<file path="config.mk">
export PLATFORM = sky130hd
export DESIGN_NAME = lock_scramble_ctrl_flat
export DESIGN_NICKNAME = d
export VERILOG_FILES = /design/src/rtl/lock_scramble_ctrl_if.sv /design/src/rtl/lock_scramble_ctrl.sv /design/src/flat_wrapper.sv
export SDC_FILE = /design/constraint.sdc
export NUM_CORES = 1
export LEC_CHECK = 0
export CORE_MARGIN = 1
export CORE_UTILIZATION = 68
export CTS_CLUSTER_SIZE = 25
export DETAILED_ROUTE_END_ITERATION = 12
export DONT_BUFFER_PORTS = 1
export PLACE_DENSITY = 0.91
export SLEW_MARGIN = 20
export SYNTH_ARGS = -nofsm -noshare
export SYNTH_HDL_FRONTEND = slang
export SYNTH_SLANG_ARGS = --single-unit
</file>
<file path="constraint.sdc">
create_clock -name CLK -period 5.1 [get_ports CLK]
set_clock_uncertainty 0.2 [all_clocks]
set_input_delay 0.765 -clock CLK [delete_from_list [all_inputs] [get_ports CLK]]
set_output_delay 0.765 -clock CLK [all_outputs]
set_load 0.02 [all_outputs]
</file>
<file path="src/rtl/lock_scramble_ctrl_if.sv">
// Session bus of the lock sequencer: user-side handshake (start/abort,
// digit entry, status) plus the scramble-write / read-back path to the
// 3x5-bit register-file shuffle unit.
// master = environment (user panel + register file), slave = controller.
interface lock_scramble_ctrl_if;
  // user side
  logic       start;
  logic       abort;
  logic [4:0] digit;
  logic       digit_valid;
  logic       ready;
  logic       busy;
  logic       unlock;
  logic       fail;
  logic       locked_out;
  // register-file side
  logic       rf_wr;
  logic [1:0] rf_out_sel;
  logic [1:0] rf_reg_sel;
  logic [4:0] rf_rd0;
  logic [4:0] rf_rd1;
  logic [4:0] rf_rd2;

  modport master (
    output start, abort, digit, digit_valid, rf_rd0, rf_rd1, rf_rd2,
    input  ready, busy, unlock, fail, locked_out, rf_wr, rf_out_sel, rf_reg_sel
  );

  modport slave (
    input  start, abort, digit, digit_valid, rf_rd0, rf_rd1, rf_rd2,
    output ready, busy, unlock, fail, locked_out, rf_wr, rf_out_sel, rf_reg_sel
  );
endinterface

</file>
<file path="src/rtl/lock_scramble_ctrl.sv">
// Session sequencer for the encoded lock. Each session writes one scramble
// permutation (taken from a rotating schedule) into the register-file
// shuffle unit, collects three user digits, compares them with the
// scrambled read-back and then opens, fails, or enters a timed lockout
// after MAX_FAIL consecutive failures. All outputs are registered.
module lock_scramble_ctrl #(
  parameter int N_STEPS     = 4,
  parameter int MAX_FAIL    = 3,
  parameter int OPEN_CYC    = 8,
  parameter int LOCKOUT_CYC = 16
) (
  input  logic                            CLK,
  input  logic                            RST,
  input  logic [4*N_STEPS-1:0]            sched,
  output logic [$clog2(MAX_FAIL+1)-1:0]   fail_cnt,
  lock_scramble_ctrl_if.slave             bus
);

  localparam int CNT_W   = $clog2(MAX_FAIL + 1);
  localparam int PTR_W   = (N_STEPS > 1) ? $clog2(N_STEPS) : 1;
  localparam int TMR_MAX = (OPEN_CYC > LOCKOUT_CYC) ? OPEN_CYC : LOCKOUT_CYC;
  localparam int TMR_W   = $clog2(TMR_MAX + 1);

  // Identity permutation {outSel=01, regSel=00}, used in place of illegal entries
  localparam logic [3:0] IDENTITY_SEL = 4'b0100;

  typedef enum logic [2:0] {
    IDLE,
    ISSUE,
    SETTLE,
    ENTRY,
    CHECK,
    OPEN,
    LOCKOUT
  } state_t;

  state_t             state;
  logic [PTR_W-1:0]   ptr;
  logic [CNT_W-1:0]   fail_cnt_q;
  logic [CNT_W-1:0]   fail_inc;
  logic [TMR_W-1:0]   timer;
  logic [1:0]         idx;
  logic [4:0]         d0;
  logic [4:0]         d1;
  logic [4:0]         d2;

  logic               rf_wr_q;
  logic [1:0]         out_sel_q;
  logic [1:0]         reg_sel_q;
  logic               ready_q;
  logic               busy_q;
  logic               unlock_q;
  logic               fail_q;
  logic               locked_q;

  logic [3:0]         raw_entry;
  logic               illegal;
  logic [3:0]         legal_entry;
  logic               match;

  // Pick the schedule entry under the pointer and replace illegal permutations with identity
  always_comb begin
    raw_entry   = sched[{ptr, 2'b00} +: 4];
    illegal     = (raw_entry[3:2] == 2'b00) ? (raw_entry[1:0] == 2'b11) : raw_entry[1];
    legal_entry = illegal ? IDENTITY_SEL : raw_entry;
  end

  assign match    = (d0 == bus.rf_rd0) && (d1 == bus.rf_rd1) && (d2 == bus.rf_rd2);
  assign fail_inc = fail_cnt_q + 1'b1;

  assign bus.rf_wr      = rf_wr_q;
  assign bus.rf_out_sel = out_sel_q;
  assign bus.rf_reg_sel = reg_sel_q;
  assign bus.ready      = ready_q;
  assign bus.busy       = busy_q;
  assign bus.unlock     = unlock_q;
  assign bus.fail       = fail_q;
  assign bus.locked_out = locked_q;
  assign fail_cnt       = fail_cnt_q;

  // Session FSM: state, schedule pointer, digit capture, failure counter, timer and registered outputs
  always_ff @(posedge CLK or negedge RST) begin
    if (!RST) begin
      state      <= IDLE;
      ptr        <= '0;
      fail_cnt_q <= '0;
      timer      <= '0;
      idx        <= '0;
      d0         <= '0;
      d1         <= '0;
      d2         <= '0;
      rf_wr_q    <= 1'b0;
      out_sel_q  <= 2'b00;
      reg_sel_q  <= 2'b00;
      ready_q    <= 1'b0;
      busy_q     <= 1'b0;
      unlock_q   <= 1'b0;
      fail_q     <= 1'b0;
      locked_q   <= 1'b0;
    end else begin
      // write strobe and fail are single-cycle pulses
      rf_wr_q <= 1'b0;
      fail_q  <= 1'b0;

      case (state)
        IDLE: begin
          if (bus.start) begin
            state     <= ISSUE;
            busy_q    <= 1'b1;
            rf_wr_q   <= 1'b1;
            out_sel_q <= legal_entry[3:2];
            reg_sel_q <= legal_entry[1:0];
          end
        end

        ISSUE: begin
          state <= SETTLE;
        end

        SETTLE: begin
          state   <= ENTRY;
          idx     <= '0;
          ready_q <= 1'b1;
        end

        ENTRY: begin
          if (bus.abort) begin
            state   <= IDLE;
            idx     <= '0;
            ready_q <= 1'b0;
            busy_q  <= 1'b0;
          end else if (bus.digit_valid) begin
            case (idx)
              2'd0:    d0 <= bus.digit;
              2'd1:    d1 <= bus.digit;
              default: d2 <= bus.digit;
            endcase
            if (idx == 2'd2) begin
              state   <= CHECK;
              idx     <= '0;
              ready_q <= 1'b0;
            end else begin
              idx <= idx + 2'd1;
            end
          end
        end

        CHECK: begin
          ptr <= (ptr == PTR_W'(N_STEPS - 1)) ? '0 : ptr + 1'b1;
          if (match) begin
            state      <= OPEN;
            fail_cnt_q <= '0;
            unlock_q   <= 1'b1;
            timer      <= TMR_W'(OPEN_CYC - 1);
          end else begin
            fail_q     <= 1'b1;
            fail_cnt_q <= fail_inc;
            if (fail_inc == CNT_W'(MAX_FAIL)) begin
              state    <= LOCKOUT;
              locked_q <= 1'b1;
              timer    <= TMR_W'(LOCKOUT_CYC - 1);
            end else begin
              state  <= IDLE;
              busy_q <= 1'b0;
            end
          end
        end

        OPEN: begin
          if (timer == '0) begin
            state    <= IDLE;
            unlock_q <= 1'b0;
            busy_q   <= 1'b0;
          end else begin
            timer <= timer - 1'b1;
          end
        end

        LOCKOUT: begin
          if (timer == '0) begin
            state      <= IDLE;
            locked_q   <= 1'b0;
            busy_q     <= 1'b0;
            fail_cnt_q <= '0;
          end else begin
            timer <= timer - 1'b1;
          end
        end

        default: begin
          state    <= IDLE;
          ready_q  <= 1'b0;
          busy_q   <= 1'b0;
          unlock_q <= 1'b0;
          locked_q <= 1'b0;
        end
      endcase
    end
  end

endmodule
</file>
<file path="src/flat_wrapper.sv">
// flat-port wrapper written by rule: the top's interface ports become plain ports
module lock_scramble_ctrl_flat 
#(
  parameter int N_STEPS     = 4,
  parameter int MAX_FAIL    = 3,
  parameter int OPEN_CYC    = 8,
  parameter int LOCKOUT_CYC = 16
)
  (CLK, RST, sched, fail_cnt, bus_start, bus_abort, bus_digit, bus_digit_valid, bus_rf_rd0, bus_rf_rd1, bus_rf_rd2, bus_ready, bus_busy, bus_unlock, bus_fail, bus_locked_out, bus_rf_wr, bus_rf_out_sel, bus_rf_reg_sel);
  lock_scramble_ctrl_if bus_i ();
  input  logic CLK;
  input  logic RST;
  input  logic [4*N_STEPS-1:0] sched;
  output logic [$clog2(MAX_FAIL+1)-1:0] fail_cnt;
  input wire logic [$bits(bus_i.start)-1:0] bus_start;
  input wire logic [$bits(bus_i.abort)-1:0] bus_abort;
  input wire logic [$bits(bus_i.digit)-1:0] bus_digit;
  input wire logic [$bits(bus_i.digit_valid)-1:0] bus_digit_valid;
  input wire logic [$bits(bus_i.rf_rd0)-1:0] bus_rf_rd0;
  input wire logic [$bits(bus_i.rf_rd1)-1:0] bus_rf_rd1;
  input wire logic [$bits(bus_i.rf_rd2)-1:0] bus_rf_rd2;
  output wire logic [$bits(bus_i.ready)-1:0] bus_ready;
  output wire logic [$bits(bus_i.busy)-1:0] bus_busy;
  output wire logic [$bits(bus_i.unlock)-1:0] bus_unlock;
  output wire logic [$bits(bus_i.fail)-1:0] bus_fail;
  output wire logic [$bits(bus_i.locked_out)-1:0] bus_locked_out;
  output wire logic [$bits(bus_i.rf_wr)-1:0] bus_rf_wr;
  output wire logic [$bits(bus_i.rf_out_sel)-1:0] bus_rf_out_sel;
  output wire logic [$bits(bus_i.rf_reg_sel)-1:0] bus_rf_reg_sel;
  assign bus_i.start = bus_start;
  assign bus_i.abort = bus_abort;
  assign bus_i.digit = bus_digit;
  assign bus_i.digit_valid = bus_digit_valid;
  assign bus_i.rf_rd0 = bus_rf_rd0;
  assign bus_i.rf_rd1 = bus_rf_rd1;
  assign bus_i.rf_rd2 = bus_rf_rd2;
  assign bus_ready = bus_i.ready;
  assign bus_busy = bus_i.busy;
  assign bus_unlock = bus_i.unlock;
  assign bus_fail = bus_i.fail;
  assign bus_locked_out = bus_i.locked_out;
  assign bus_rf_wr = bus_i.rf_wr;
  assign bus_rf_out_sel = bus_i.rf_out_sel;
  assign bus_rf_reg_sel = bus_i.rf_reg_sel;
  lock_scramble_ctrl #(.N_STEPS(N_STEPS), .MAX_FAIL(MAX_FAIL), .OPEN_CYC(OPEN_CYC), .LOCKOUT_CYC(LOCKOUT_CYC)) u_core (.CLK(CLK), .RST(RST), .sched(sched), .fail_cnt(fail_cnt), .bus(bus_i));
endmodule
</file>
---- Word level (Yosys, flattened, before mapping) ----
Index checks and enable logic that the tools add are counted.
storage, ports and cells
  register bits after elaboration ......... 39
  logic and storage cells ................. 122
operators by class
  $add $sub $neg .......................... 4
  eq/ne operators ......................... 27
  shift operators ......................... 1
  multiplexer cells ....................... 41
  bitwise logic cells ..................... 6
  reductions and logical operators ........ 27
operator list
  kind                                                    number
  2-to-1 mux 3 bit                                        7
  AND reduction 4 bit                                     5
  case mux 3 bit (6 select lines)                         1
  2-to-1 mux 1 bit                                        16
  variable part select 16 x 5 -> 4 bit                    1
  equality test 5 bit                                     3
  2-to-1 mux 5 bit                                        3
  OR reduction 5 bit                                      3
  2-to-1 mux 2 bit                                        6
  inequality test 2 x 1 -> 1 bit (second input constant)  5
  inequality test 2 bit (second input constant)           5
  case mux 5 bit (2 select lines)                         1
  equality test 3 bit (second input constant)             3
  case mux 1 bit (3 select lines)                         3
  AND reduction 3 bit                                     3
  equality test 2 bit (second input constant)             4
  case mux 2 bit (2 select lines)                         2
  adder 2 x 1 -> 2 bit (second input constant)            3
  equality test 3 x 2 -> 1 bit (second input constant)    2
  inverter 1 bit                                          6
  AND reduction 2 bit                                     3
  AND reduction 6 bit                                     1
  nonzero test 2 bit                                      3
  OR reduction 2 bit                                      3
  other kinds (12)                                        14

---- Longest topological paths before layout ----
Gate-level depths: netlist of run 1.
  word-level depth ........................ 5
  depth in mapped cells ................... 6
  mapped depth without buffers ............ 6

---- Least setup slack after synthesis of run 1 ----
Ideal clock, no wire load.
  kind .................................... input to register
  from .................................... input bus_abort
  to ...................................... register u_core.d0[0]
  library setup time ...................... 125 ps
  data arrival time ....................... 1829 ps
  data required time ...................... 4775 ps
  slack ................................... 2945 ps
  cell stages on the path ................. 4
  path buffers ............................ 1
  cells stage by stage .................... nand4bb_4 > or4_4 > buf_6 > mux2_4
between the ends
  cells in the longest elaborated chain, start to end .. 2
RTL lines
  element                        RTL line                   source
  start, declared                flat_wrapper.sv:16         input wire logic [$bits(bus_i.abort)-1:0] bus_abort;
  inverter 1 bit (no line)       --
  AND reduction 4 bit (no line)  --
  end signal, assigned           lock_scramble_ctrl.sv:134  2'd0: d0 <= bus.digit;
  end, declared                  lock_scramble_ctrl.sv:43   logic [4:0] d0;
Every way passes these cells.
A chain may end at the register's enable or synchronous reset.

---- Worst setup path in the final report of run 1 ----
  from .................................... register u_core.state[2]
  to ...................................... register u_core.timer[2]
between the ends
  cells in the longest elaborated chain, start to end .. 4
  elaborated cells on any way between the ends .. 9
  those cells by class .................... 5 x eq/ne; 1 x mux; 3 x reduce/logical
RTL lines
  element                                                                RTL line                   source
  start, declared                                                        lock_scramble_ctrl.sv:37   state_t state;
  start signal, assigned                                                 lock_scramble_ctrl.sv:84   state <= IDLE;
  start signal, assigned                                                 lock_scramble_ctrl.sv:108  state <= ISSUE;
  start signal, assigned                                                 lock_scramble_ctrl.sv:117  state <= SETTLE;
  equality test 3 bit                                                    lock_scramble_ctrl.sv:105  case (state)
  OR reduction 2 bit (no line)                                           --
  inequality test 2 bit (no line) or nonzero test 2 bit (tied branches)  --
  AND reduction 3 bit (no line)                                          --
  end signal, assigned                                                   lock_scramble_ctrl.sv:154  timer <= TMR_W'(OPEN_CYC - 1);
  end signal, assigned                                                   lock_scramble_ctrl.sv:161  timer <= TMR_W'(LOCKOUT_CYC - 1);
  end signal, assigned                                                   lock_scramble_ctrl.sv:175  timer <= timer - 1'b1;
  end, declared                                                          lock_scramble_ctrl.sv:41   logic [TMR_W-1:0] timer;
Parallel ways exist; a longest one is shown, timed or not.

==> impl_metrics.tcl, run 1 <==
set metrics [dict create \
    status "finished clean" \
    avgSynthCellArea_um2 11.3 \
    drc 0 \
    ys_top_cells_by_area "dfrtp_1 44%, xor2_1 5.9%, mux2_2 5.6%, mux4_2 4.1%, mux2_4 3.4%" \
    final_cells 242 \
    dieArea_mm2 0.00350 \
    ant_nets 0 \
    antenna_found_initial 0 \
    finalCritPeriodShare_pct 41.9 \
    drt_pass1_iterations 4 \
    crit_required_ns 5.18 \
    nFillCells 202 \
    cts_resized 0 \
    clock_sinks 39 \
    synth_edf_count 0 \
    p_seq_share_pct 52.6 \
    switchingPower_w 0.000413 \
    grt_pass1_wl_um 7400 \
    fin_util_pct 74.3 \
    switching_share_pct 39.5 \
    post_drt_wl_per_cell_um 18.7 \
    die_y_um 59.2 \
    tritoncts "built" \
    synth_top_area_share_pct 43.9 \
    worst_hold_path_type "input pin to async pin" \
    setup_viol 0 \
    arrival_ns 2.21 \
    drt-total-wl_um 4530 \
    worstPathMaxFanout 17 \
    diodes 0 \
    p_leak_nw 1.04 \
    io-pin-count 53 \
    clock_tree.root_cell "clkbuf_4" \
    maxCapViolCount 0 \
    rsz0062_at_grt "no" \
    fin_tns_setup_ns 0 \
    yosysWarnings 0 \
    period_minus_slack_ns 2.14 \
    syn_nets 241 \
    crit_path_end_kind "register" \
    dp_hpwl_um 3420 \
    rows 20 \
    ys_seq_area_share_pct 43.9 \
    worstSetupPathType "register to register" \
    pwr-share-clk_pct 14.7 \
    max_freq_mhz 468 \
    clock_latency_ns 0.35 \
    max_slew.worst_pin.slew_ns 0.680 \
    start_kind "register" \
    synthArstFlopShare_pct 100 \
    finalHoldViolCount 0 \
    cts_buffers 5 \
    slew_headroom_pct 54.0 \
    drt_iter0_markers 56 \
    core_mm2 0.00308 \
    vias 1582 \
    p_comb_share_pct 32.7 \
    internal_power_w 0.000631 \
    ys_ff_latch 39 \
    clockBufferDepth 2 \
    ir_worst_vdd_v 0.000287 \
    yosys.area.top_type "dfrtp_1" \
    grt_usage_pct 29.4 \
    syn_inst 196 \
    die_w_um 59.2 \
    area_delta_synth_final_pct 3.04 \
    r2r_cells 4 \
    placed_cells 233 \
    ys_types 49 \
    syn-cell-area_mm2 0.00222 \
    overflow 0 \
    avgViaCountPerCell 6.54 \
    port_buffers 0 \
    final_layout_size_suffix_gt1_share_pct 17.2 \
    cts.clk_slew.worst_paths_ns 0.11 \
    grt_start_max_net_pins 40 \
    start_util_pct 72.2 \
    place_congestion 0.840 \
    yosys_most_used_dff "dfrtp_1" \
    slew_viol_final 0 \
    power.density_mw_per_mm2 456 \
    grt_pass1_vias 1618 \
    finalNetCount 242 \
    htree_levels 2 \
]
## path summary, 6_finish.rpt
path                                  from               to  slack [ns]
setup / recovery           u_core.state[2]  u_core.timer[2]        2.96
setup reg to reg           u_core.state[2]  u_core.timer[2]        2.96
max in group asynchronous              RST  u_core.bus.busy        4.47
hold / removal                         RST    u_core.idx[0]        0.02
min in group CLK                 bus_abort    u_core.idx[0]        0.29
hold reg to reg               u_core.d2[2]     u_core.d2[2]        0.34
## stage by stage
step	hold WS [ns]	total power, W	cell area (µm²)	setup slack (ns)
after floorplan	0.269	0.000821	2220	2.95
after global placement	0.270	0.000852	2220	2.81
after detailed placement	0.270	0.000883	2220	2.67
after CTS	0.0302	0.00104	2290	3.01
after global routing	0.0301	0.00111	2290	2.89
final	0.0238	0.00104	2290	2.96
## power by group through the flow
stage / Combinational (W) / Sequential, W / Clock [W]
after global placement: 0.000309 / 0.000544 / 0
after detailed placement: 0.000330 / 0.000553 / 0
after CTS: 0.000340 / 0.000547 / 0.000156
after floorplan: 0.000329 / 0.000492 / 0
after global routing: 0.000378 / 0.000562 / 0.000165
final: 0.000341 / 0.000549 / 0.000153
## placed cells by master (no fill, tap or decap), drive strengths merged, types with 3 or more instances in the layout
master	synthesis	routed
mux2	16	16
clkbuf	1	7
ha	4	4
inv	12	12
nand3	5	5
nor4	4	4
o21ai	6	6
nand2	17	17
o31ai	3	3
nor2	12	12
mux2i	3	3
a21oi	4	4
or3	3	3
mux4	4	4
o211ai	6	6
xor2	16	16
a31oi	3	3
dfrtp	39	39
## cell type report
class / count / area [µm²] / area share, %
Inverter: 12 / 45.0 / 1.97
Sequential cell: 39 / 976 / 42.6
Clock buffer: 7 / 45.0 / 1.97
Multi-Input combinational cell: 138 / 1140 / 49.9
Clock inverter: 1 / 5.00 / 0.219
Tap cell: 44 / 55.1 / 2.41
Timing Repair Buffer: 1 / 20.0 / 0.875
## registers in the layout, indices dropped and copies added (netlist names), 2 cells and up
signal,cells
u_core.bus.rf_out_sel,2
u_core.bus.rf_reg_sel,2
u_core.d0,5
u_core.d1,5
u_core.d2,5
u_core.fail_cnt,2
u_core.idx,2
u_core.ptr,2
u_core.state,3
u_core.timer,5
## timing repair
action,4_1_cts,5_1_grt
endpoints found under the hold margin,39,0
endpoints found under the setup margin,0,0
hold buffers,1,0
setup buffers,0,0
## cells in the mapped netlist (2+ instances only)
cell type  count
dfrtp_1       39
nand2_1       17
xor2_1        15
inv_1         12
nor2_1        12
mux2_2        11
o211ai_1       6
o21ai_0        6
mux2_4         5
a21oi_1        4
ha_1           4
mux4_2         4
nand3_1        4
nor4_1         4
a31oi_1        3
buf_6          3
mux2i_1        3
o31ai_1        3
or3_1          3
and3_1         2
and4_1         2
buf_4          2
nand2b_1       2
nand3b_1       2
nand4_1        2
nor3_1         2
o41a_1         2
## worst max-delay path, stage by stage (launching register included)
cell and delay [ns]:
dfrtp_1 0.66, nor3b_2 0.67, nor2_1 0.10, mux2_2 0.28
a31oi_1 0.14
## routing by layer
metal | GRT usage, % | routed length, µm | vias to the layer above
met5 | 0 | 0 | -
met3 | 7.64 | 284 | 5
met2 | 51.3 | 2400 | 58
met4 | 9.52 | 44 | 0
li1 | - | - | 725
met1 | 35.5 | 1810 | 794
## logic make-up (layout without fill, tap and decap cells)
kind of cell | Yosys count | after routing | synth area share (%)
adder cells (fa/ha/maj) | 4 | 4 | 2.25
flip-flops | 39 | 39 | 43.9
multiplexers | 23 | 23 | 14.4
AO/OA/AOI/OAI | 35 | 35 | 11.9
buffers and inverters | 19 | 21 | 4.62
AND/OR/NAND/NOR | 60 | 60 | 15.8
XOR/XNOR | 16 | 16 | 7.16
Power figures use the tool's default switching activity.
==> run 2: changes to the inputs <==
Settings changed: CORE_UTILIZATION 68 to 63, PLACE_DENSITY 0.91 to 0.86.
Clock period 5.1 ns to 2.15 ns, I/O delays scaled along.
==> impl_metrics.tcl, run 2 (synthesis results as in run 1) <==
set metrics [dict create \
    status "finished clean" \
    fin_tns_setup_ns 0 \
    antenna_found_initial 0 \
    htree_levels 2 \
    cts_buffers 5 \
    met2_length_um 2540 \
    finalHoldViolCount 0 \
    clock_latency_ns 0.36 \
    switching_share_pct 37.9 \
    slew_viol_final 0 \
    crit_path_start "u_core.timer[1]" \
    grt_usage_pct 28.8 \
    place_congestion 0.880 \
    setup_viol 0 \
    final_cells 257 \
    internal_power_w 0.00167 \
    io-pin-count 53 \
    dieArea_mm2 0.00377 \
    crit_buf_inv 1 \
    drt-met1-wl_um 1880 \
    route.met3.wl_um 316 \
    slew_headroom_pct 66.9 \
    dp_hpwl_um 3510 \
    final_cell_mix "39 x dfrtp_1, 17 x nand2_1, 15 x xor2_1" \
    crit_required_ns 2.24 \
    clock_sinks 39 \
    path_cells "inv_1 -> ha_1 -> or4b_4 -> nand4_1 -> mux2_2 -> a31oi_1" \
    final_common_cell "dfrtp_1" \
    drc 0 \
    finalCritPeriodShare_pct 95.9 \
    cts.clk_slew.worst_paths_ns 0.12 \
    port_buffers 0 \
    ant_nets 0 \
    arrival_ns 2.15 \
    power.density_mw_per_mm2 1100 \
    diodes 0 \
    die_y_um 61.4 \
    clockBufferDepth 2 \
    cp_top_family "simple AND/OR/NAND/NOR gates" \
    start_kind "register" \
    cpPeakStageDelay_ns 0.51 \
    max_slew.worst_pin.slew_ns 0.497 \
    crit_path_end_kind "register" \
    p_seq_share_pct 48.3 \
    area_delta_synth_final_pct 10.4 \
    final_layout_size_suffix_gt1_share_pct 20.9 \
    drt_iter0_markers 101 \
    overflow 0 \
    r2r_start "u_core.timer[1]" \
    holdWs_ns 0.0102 \
    avgViaCountPerCell 6.36 \
    rsz0062_at_grt "no" \
    maxCapViolCount 0 \
    worst_hold_path_type "input pin to register" \
    worstPathMaxFanout 4 \
    grt_pass1_wl_um 7580 \
    vias 1634 \
    dr.max_layer_used "met4" \
    ir_worst_vdd_v 0.000706 \
    tritoncts "built" \
    drt_pass1_iterations 4 \
    p_leak_nw 1.12 \
    period_minus_slack_ns 2.06 \
    p_comb_share_pct 32.4 \
    worstSetupPathType "register to register" \
    clock_tree.root_cell "clkbuf_4" \
    switchingPower_w 0.00102 \
    grt_start_max_net_pins 40 \
    die_w_um 61.4 \
    max_freq_mhz 485 \
    post_drt_wl_per_cell_um 18.9 \
    placed_cells 240 \
    cp_slowest_cell "or4b_4" \
    start_util_pct 66.0 \
    grt_pass1_vias 1648 \
    finalNetCount 255 \
    drt-total-wl_um 4850 \
    pwr-share-clk_pct 19.4 \
    core_mm2 0.00336 \
    hold_start "bus_abort" \
    rows 21 \
]
==> run 2: changes by cell type in the layout (fill, tap and decap cells not counted) <==
cell and change:
nand3_2 -1, and4_1 -1, nand3_4 +1, clkbuf_8 +1, inv_1 -1, clkbuf_1 -2, buf_4 +6, bufinv_16 +1
dlygate4sd3_1 +7, and4_2 +1, inv_2 +1
==> run 2: worst paths after layout <==
| kind | slack [ns] | to | depth (start not counted) |
|---|---|---|---|
| hold / removal | 0.01 | u_core.idx[1] | 2 |
| max in group asynchronous | 1.34 | u_core.fail_cnt[1] | 2 |
| hold reg to reg | 0.34 | u_core.d1[4] | 1 |
| setup / recovery | 0.09 | u_core.timer[2] | 6 |
| min in group asynchronous | 0.21 | u_core.d0[0] | 2 |
| setup reg to reg | 0.09 | u_core.timer[2] | 6 |
==> run 2: power groups by stage <==
stage          registers [W]  clock network, W  logic [W]
2_1_floorplan        0.00117                 0   0.000780
3_3_place_gp         0.00129                 0   0.000742
3_5_place_dp         0.00131                 0   0.000797
4_1_cts              0.00129          0.000519   0.000842
5_1_grt              0.00133          0.000548   0.000950
6_report             0.00130          0.000520   0.000869
==> run 2: metal layers <==
layer / GRT usage [%] / up-vias
li1: - / 754
met1: 35.1 / 795
met2: 48.1 / 72
met3: 6.93 / 13
met4: 14.0 / 0
met5: 0 / -
==> run 2: what timing repair did <==
action	CTS	global route
resized for setup	0	3
hold buffers	8	0
endpoints found under the setup margin	0	3
buffers inserted	0	1
hold endpoints to repair	55	0
==> run 2: area by class of cell <==
type / instances / area [µm²]
multi-input combinational: 138 / 1150
sequential: 39 / 976
fill: 257 / 912
timing repair buffer: 14 / 135
tap: 46 / 57.6
clock buffer: 6 / 51.3
inverter: 12 / 45.0
clock inverter: 2 / 35.0
==> run 2: per-stage QoR <==
step	total power, W	setup WS (ns)	cell area (µm²)	utilization [%]
2_1_floorplan	0.00195	0.228	2220	-
3_3_place_gp	0.00203	0.191	2260	67.2
3_5_place_dp	0.00210	0.0939	2260	67.2
4_1_cts	0.00266	0.0756	2430	72.4
5_1_grt	0.00283	0.0166	2450	72.9
6_report	0.00268	0.0879	2450	72.9
